<file path="config.mk">
export PLATFORM = sky130hd
export DESIGN_NAME = cdb_result_queue
export DESIGN_NICKNAME = d
export VERILOG_FILES = /design/src/rtl/cdb_result_queue.sv
export SDC_FILE = /design/constraint.sdc
export NUM_CORES = 1
export LEC_CHECK = 0
export CAP_MARGIN = 20
export CORE_UTILIZATION = 40
export CTS_CLUSTER_DIAMETER = 40
export DETAILED_ROUTE_END_ITERATION = 8
export PLACE_DENSITY = 0.66
export SYNTH_ARGS = -nofsm -noshare
export SYNTH_HDL_FRONTEND = slang
export SYNTH_SLANG_ARGS = --single-unit
</file>
<file path="constraint.sdc">
create_clock -name clock -period 4.2 [get_ports clock]
set_input_delay 0.42 -clock clock [delete_from_list [all_inputs] [get_ports clock]]
set_output_delay 0.42 -clock clock [all_outputs]
set_load 0.05 [all_outputs]
</file>
<file path="src/rtl/cdb_result_queue.sv">
// In-order result buffer at the completion end of a functional unit.
// Requests the CDB and, on a registered grant, presents the head result in that same cycle.
module cdb_result_queue #(
  parameter int DEPTH  = 4,
  parameter int TAG_W  = 6,
  parameter int DATA_W = 32
) (
  input  logic                       clock,
  input  logic                       reset,
  input  logic                       flush,
  input  logic                       push_valid,
  input  logic [TAG_W-1:0]           push_tag,
  input  logic [DATA_W-1:0]          push_data,
  output logic                       push_ready,
  output logic                       cdb_request,
  input  logic                       cdb_grant,
  output logic                       out_valid,
  output logic [TAG_W-1:0]           out_tag,
  output logic [DATA_W-1:0]          out_data,
  output logic [$clog2(DEPTH+1)-1:0] count_dbg
);

  localparam int CW = $clog2(DEPTH + 1);
  localparam int PW = $clog2(DEPTH);
  localparam logic [CW-1:0] DEPTH_C  = CW'(DEPTH);
  localparam logic [PW-1:0] PTR_LAST = PW'(DEPTH - 1);

  logic [TAG_W-1:0]  tag_mem_r  [DEPTH];
  logic [DATA_W-1:0] data_mem_r [DEPTH];
  logic [PW-1:0]     head_r;
  logic [PW-1:0]     tail_r;
  logic [CW-1:0]     count_r;
  logic [CW-1:0]     count_next_s;
  logic              push_s;
  logic              pop_s;

  // DEPTH need not be a power of two, so wrap explicitly.
  function automatic logic [PW-1:0] next_ptr(input logic [PW-1:0] p);
    return (p == PTR_LAST) ? {PW{1'b0}} : p + PW'(1);
  endfunction

  assign push_ready = (count_r < DEPTH_C) && !reset;
  assign push_s     = push_valid && push_ready && !flush;
  assign pop_s      = cdb_grant && (count_r != {CW{1'b0}}) && !flush && !reset;

  // Occupancy after this cycle's push/pop.
  always_comb begin
    count_next_s = count_r;
    case ({push_s, pop_s})
      2'b10:   count_next_s = count_r + CW'(1);
      2'b01:   count_next_s = count_r - CW'(1);
      default: count_next_s = count_r;
    endcase
  end

  // Request reflects the grant in flight so a drained queue stops asking at once.
  assign cdb_request = (count_next_s != {CW{1'b0}}) && !flush && !reset;
  assign out_valid   = pop_s;
  assign out_tag     = pop_s ? tag_mem_r[head_r]  : {TAG_W{1'b0}};
  assign out_data    = pop_s ? data_mem_r[head_r] : {DATA_W{1'b0}};
  assign count_dbg   = count_r;

  // Pointer and occupancy state; flush empties the queue like reset.
  always_ff @(posedge clock) begin
    if (reset || flush) begin
      head_r  <= {PW{1'b0}};
      tail_r  <= {PW{1'b0}};
      count_r <= {CW{1'b0}};
    end else begin
      if (push_s) begin
        tail_r <= next_ptr(tail_r);
      end
      if (pop_s) begin
        head_r <= next_ptr(head_r);
      end
      count_r <= count_next_s;
    end
  end

  // Entry storage; contents are don't-care until written.
  always_ff @(posedge clock) begin
    if (push_s) begin
      tag_mem_r[tail_r]  <= push_tag;
      data_mem_r[tail_r] <= push_data;
    end
  end

  cdb_result_queue_checker #(.CW(CW)) u_chk (
    .clock      (clock),
    .reset      (reset),
    .flush      (flush),
    .push_valid (push_valid),
    .push_ready (push_ready),
    .cdb_grant  (cdb_grant),
    .count      (count_r)
  );

endmodule

// Protocol checker: flags dropped pushes and grants that arrive with nothing queued.
module cdb_result_queue_checker #(
  parameter int CW = 3
) (
  input logic          clock,
  input logic          reset,
  input logic          flush,
  input logic          push_valid,
  input logic          push_ready,
  input logic          cdb_grant,
  input logic [CW-1:0] count
);

  logic [15:0] viol_cnt_r;

  // Count and report protocol violations outside reset.
  always_ff @(posedge clock) begin
    if (reset) begin
      viol_cnt_r <= 16'd0;
    end else begin
      assert (!(push_valid && !push_ready))
      else $warning("cdb_result_queue: push while queue full, result dropped");
      assert (!(cdb_grant && !flush && (count == {CW{1'b0}})))
      else $warning("cdb_result_queue: grant received with empty queue");
      if ((push_valid && !push_ready) || (cdb_grant && !flush && (count == {CW{1'b0}}))) begin
        viol_cnt_r <= viol_cnt_r + 16'd1;
      end else begin
        viol_cnt_r <= viol_cnt_r;
      end
    end
  end

endmodule

</file>
# ---- After elaboration in Yosys (flattened, before gate mapping)
# Memory sizes are Yosys's and may differ from the RTL's. A register that Yosys moved wholly into a read port is not among the register bits.
# Index checks and enable logic that the tools add are counted.
dict set report op_classes {
  addsub 4
  n_lt_le_gt_ge 1
  eq_ne 4
  muxes 11
  n_reduce_logical 13
}
# op n
set op_table {}
lappend op_table {{32-bit 2-to-1 mux} 1}
lappend op_table {{2-bit 2-to-1 mux} 6}
lappend op_table {{1-bit logical AND} 8}
lappend op_table {{2-bit == test (second input constant)} 3}
lappend op_table {{6-bit 2-to-1 mux} 1}
lappend op_table {{3-bit case mux with 2 select lines} 1}
lappend op_table {{3-bit nonzero test} 2}
lappend op_table {{2-bit by 1-bit adder with 2-bit output (second input constant)} 2}
lappend op_table {{3-bit by 1-bit adder with 3-bit output (second input constant)} 1}
lappend op_table {{3-bit less-than comparator (second input constant)} 1}
lappend op_table {{3-bit by 1-bit subtractor with 3-bit output (second input constant)} 1}
lappend op_table {{2-bit by 1-bit == test with 1-bit output (second input constant)} 1}
lappend op_table {{1-bit logical NOT} 2}
lappend op_table {{1-bit 2-to-1 mux} 2}
lappend op_table {{1-bit logical OR} 1}
dict set report totals {
  regBits 7
  mem_bits_rw 152
  inputBits 43
  output_inout_bits 44
  word_cells 38
  n_memories 2
}
# memory depth word_bits read_ports rd_ports_with_merged_regs wr line_no
set memory_table {}
lappend memory_table {data_mem_r 4 32 1 1 1 29} ;# logic [DATA_W-1:0] data_mem_r [DEPTH];
lappend memory_table {tag_mem_r 4 6 1 1 1 28} ;# logic [TAG_W-1:0] tag_mem_r [DEPTH];

# ---- Logic depth before layout (Yosys ltp)
dict set report logic_depth {
  depth_word 9
  mapped_depth 9
}

# ---- Worst setup path after synthesis
# No wires, ideal clock.
dict set report synth_timing {
  path_kind {reg-to-output}
  startpoint {register count_r[1], in the netlist count_dbg[1]}
  endpoint {output cdb_request}
  t_arrival_ns 2.970
  setup_slack_ns 0.810
  stages_incl_launch_ff 9
  n_path_buf 1
  path_cell_list {dfxtp_1 o311ai_2 buf_2 inv_2 ha_1 fa_1 xnor2_1 or4_4 nand3_1}
}
dict set report synth_via {
  elab_chain_len 9
}
# element line_no
set synth_lines {}
lappend synth_lines {{from (decl)} 32} ;# logic [CW-1:0] count_r;
lappend synth_lines {{from (signal assigned)} 68} ;# count_r <= {CW{1'b0}};
lappend synth_lines {{from (signal assigned)} 76} ;# count_r <= count_next_s;
lappend synth_lines {{3-bit nonzero test (*)} 44} ;# assign pop_s = cdb_grant && (count_r != {CW{1'b0}}) && !flush && !reset;
lappend synth_lines {{1-bit logical AND (*) (3 in series)} 44}
lappend synth_lines {{named net out_valid} 17} ;# output logic out_valid,
lappend synth_lines {{2-bit by 1-bit == test with 1-bit output or 2-bit == test (tied branches)} 49} ;# case ({push_s, pop_s})
lappend synth_lines {{3-bit case mux with 2 select lines (*)} 49}
lappend synth_lines {{3-bit nonzero test (*)} 57} ;# assign cdb_request = (count_next_s != {CW{1'b0}}) && !flush && !reset;
lappend synth_lines {{1-bit logical AND (*) (2 in series)} 57}
lappend synth_lines {{to (decl)} 15} ;# output logic cdb_request,
# The timed path passes the listed nets; every way through them passes the cells marked *.

# ---- Worst setup path in the final report
dict set report layout_timing {
  startpoint {input push_valid}
  endpoint {output cdb_request}
}
dict set report layout_via {
  elab_chain_len 7
}
# element line_no
set layout_lines {}
lappend layout_lines {{from (decl)} 11} ;# input logic push_valid,
lappend layout_lines {{1-bit logical AND (*) (2 in series)} 43} ;# assign push_s = push_valid && push_ready && !flush;
lappend layout_lines {{2-bit by 1-bit == test with 1-bit output or 2-bit == test (tied branches)} 49}
lappend layout_lines {{3-bit case mux with 2 select lines (*)} 49}
lappend layout_lines {{3-bit nonzero test (*)} 57}
lappend layout_lines {{1-bit logical AND (*) (2 in series)} 57}
# Every way passes the cells marked *; elsewhere a longest branch is shown, timed or not.

==> results.cfg <==
[cts]
cts_tree = built
postCtsSetupBuffers = 0
clk_path_buf_depth = 2
root_buffer = clkbuf_16
clock-sinks = 161
cts_hold_buf = 0
clk_latency_ns = 0.42
cts_resized = 0
clk_pin_slew_ns = 0.05
cts_buffers = 17
htreeDepth = 4

[sta]
setup_viol = 0
hold_ws_ns = 0.4876
tns_ns = 0
rsz0062_at_grt = false
skew_ns = 0.004471
slew_violations = 0
max_slew_margin_pct = 28.20
fmax_mhz = 294.4
fin_crit_sh_pct = 80.89
layout_min_cycle_time_ns = 3.397
final_hold_viol_count = 0
worst_pin_slew_ns = 1.077

[final_layout]
drive_above_1_share_pct = 19.65
num_antenna_cells = 0
nNetsFinal = 439
utilization_pct = 51.70
synthToLayoutAreaGrowth_pct = 26.05

[setup_path]
worstPathCellList = clkdlybuf4s50_1, nor2b_1, and2_1, inv_1, ha_1, fa_1, xnor2_1, or4_4, nand3_1, buf_4
critPathKind = in2out
worstSetupStartpointType = input port
rr_worst_depth = 8
slowest_stage = clkdlybuf4s50_1
critPathMaxStageDelay_ns = 0.47
cp-end-kind = primary output
cp.buffers_inverters = 3
path_depth = 10
cp.arrival_ns = 2.98
cp_max_fo = 7
worstPathRequired_ns = 3.78
crit_family = simple AND/OR/NAND/NOR gates

[global_route]
grt_remaining_overflow = 0
antenna_found_initial = 0
grt_pass1_wl_um = 16480
grtUsageTotal_pct = 14.49
grt_max_degree = 41
grt_pass1_vias = 3087

[floorplan]
num_rows = 45
io_pins = 87
dieArea_um2 = 16150
start_util_pct = 41.02
fp.coreArea_um2 = 15260
die_w_um = 127.1
die_h_um = 127.1

[detailed_routing]
drt-wirelength-per-cell_um = 17.70
final_antenna_net_count = 0
drc = 0
viasPerCell = 4.980
wl_um = 10850
dr_total_vias = 3053
drt_iter0_drc = 141
firstDrtPassIters = 4

[synthesis]
yosys.area.top_type = edfxtp_1
synth_seq_cells = 161
yosys_warnings = 0
avgSynthCellArea_um2 = 21.14
syn_area_um2 = 6259
synth-edff-count = 152
synth_ff_type = edfxtp_1
ys_top_cells_by_area = edfxtp_1, mux4_2, nor2b_1
syn_nets = 346
synth_cells = 296
async_flop_share_pct = 0
synth.distinct_cells = 28
synth_top_cell_area_share_pct = 72.93
ys_seq_area_share_pct = 75.81

[min_path]
hold_depth = 2
holdCritPathClass = reg2reg

[placement]
portBuffers = 86
place_hpwl_um = 6073
place.gp.congestion = 0.7419

[pwr]
power_density_nw_per_um2 = 421.3
p_leak_nw = 2.476
peakVddDrop_v = 0.0002264
total_power_w = 0.003324

[flow_run]
drv_cap = 0

[status]
status = finished clean
cells in the mapped netlist (3+ instances only):
cell type  instances
nor2_1             7
edfxtp_1         152
clkbuf_1           6
nand2_1            3
dfxtp_1            9
ha_1               6
mux4_2            38
nor2b_1           39
buf_6              3
mux2i_1            5
and3_1             4
buf_2              5
inv_1              4
path summary, 6_finish.rpt:
kind / startpoint / end / slack [ns]
max reg2reg: count_dbg[2] / count_dbg[2] / 1.90
max: push_valid / cdb_request / 0.80
min reg2reg: head_r[1] / register / 0.49
min: head_r[1] / register / 0.49
metrics by stage:
| stage | cells | cell area, µm² | setup slack [ns] |
|---|---|---|---|
| floorplan | 296 | 6259 | 0.8102 |
| global placement | 581 | 7335 | 0.8889 |
| detailed placement | 581 | 7335 | 0.8314 |
| CTS | 613 | 7889 | 0.8313 |
| global route | 613 | 7889 | 0.6905 |
| finish | 613 | 7889 | 0.8028 |
layer usage:
metal,vias to the layer above,track usage (%),routed length [µm]
li1,1365,-,-
met1,1583,17.17,4599
met2,89,23.88,5526
met3,16,4.648,527
met4,0,7.353,195
met5,-,0,0
sequential cells by signal, indices dropped and copies added (netlist names), named ones only:
name        cells
count_dbg       3
data_mem_r    128
head_r          2
tag_mem_r      24
tail_r          2
logic make-up after synthesis:
logic type	after synthesis	share of synthesized area, %
DFF	161	75.81
and+or+nand+nor	60	5.678
muxes	43	14.47
buffers and inverters	20	1.719
adders and majority gates	7	1.519
AOI/OAI and AO/OA	3	0.5199
xor gates and xnor gates	2	0.2799
placed cells by master (no fill, tap or decap):
| master | instances |
|---|---|
| xnor2_1 | 1 |
| inv_2 | 1 |
| fa_1 | 1 |
| clkinv_4 | 1 |
| nand2_1 | 3 |
| o211ai_1 | 1 |
| clkinv_1 | 3 |
| and2_1 | 1 |
| ha_1 | 6 |
| a211o_1 | 1 |
| clkinvlp_4 | 3 |
| and3_2 | 4 |
| nor2_1 | 7 |
| bufinv_16 | 2 |
| xor2_1 | 1 |
| clkdlybuf4s50_1 | 85 |
| mux2i_1 | 5 |
| or2_2 | 1 |
| nor2b_1 | 39 |
| mux4_2 | 38 |
| nand3_1 | 1 |
| dfxtp_2 | 1 |
| clkinv_2 | 3 |
| or4_4 | 1 |
| or2_1 | 1 |
| nor3b_1 | 1 |
| dfxtp_1 | 7 |
| nor2_2 | 1 |
| clkbuf_16 | 17 |
| dfxtp_4 | 1 |
| edfxtp_1 | 152 |
| clkbuf_1 | 3 |
| inv_1 | 4 |
| o311ai_4 | 1 |
| buf_4 | 4 |
worst min-delay path, stage by stage, from the launching register on:
cell	delay [ns]
dfxtp_1	0.31
nand2_1	0.05
mux2i_1	0.08
power breakdown:
| part | total, W | internal [W] | switching, W |
|---|---|---|---|
| clock network | 0.00144 | 0.000864 | 0.000578 |
| logic | 0.000104 | 0.0000572 | 0.0000471 |
| registers | 0.00178 | 0.00177 | 0.00000579 |
| total | 0.00332 | 0.00269 | 0.000630 |
layout make-up:
class,instances,area (µm²)
Clock inverter,12,117.6
Timing Repair Buffer,89,880.8
Fill cell,1239,7370
Multi-Input combinational cell,115,1421
Inverter,5,18.77
Clock buffer,20,436.7
Tap cell,211,264.0
Sequential cell,161,4750
No activity file was read; power rests on OpenSTA's default activity.
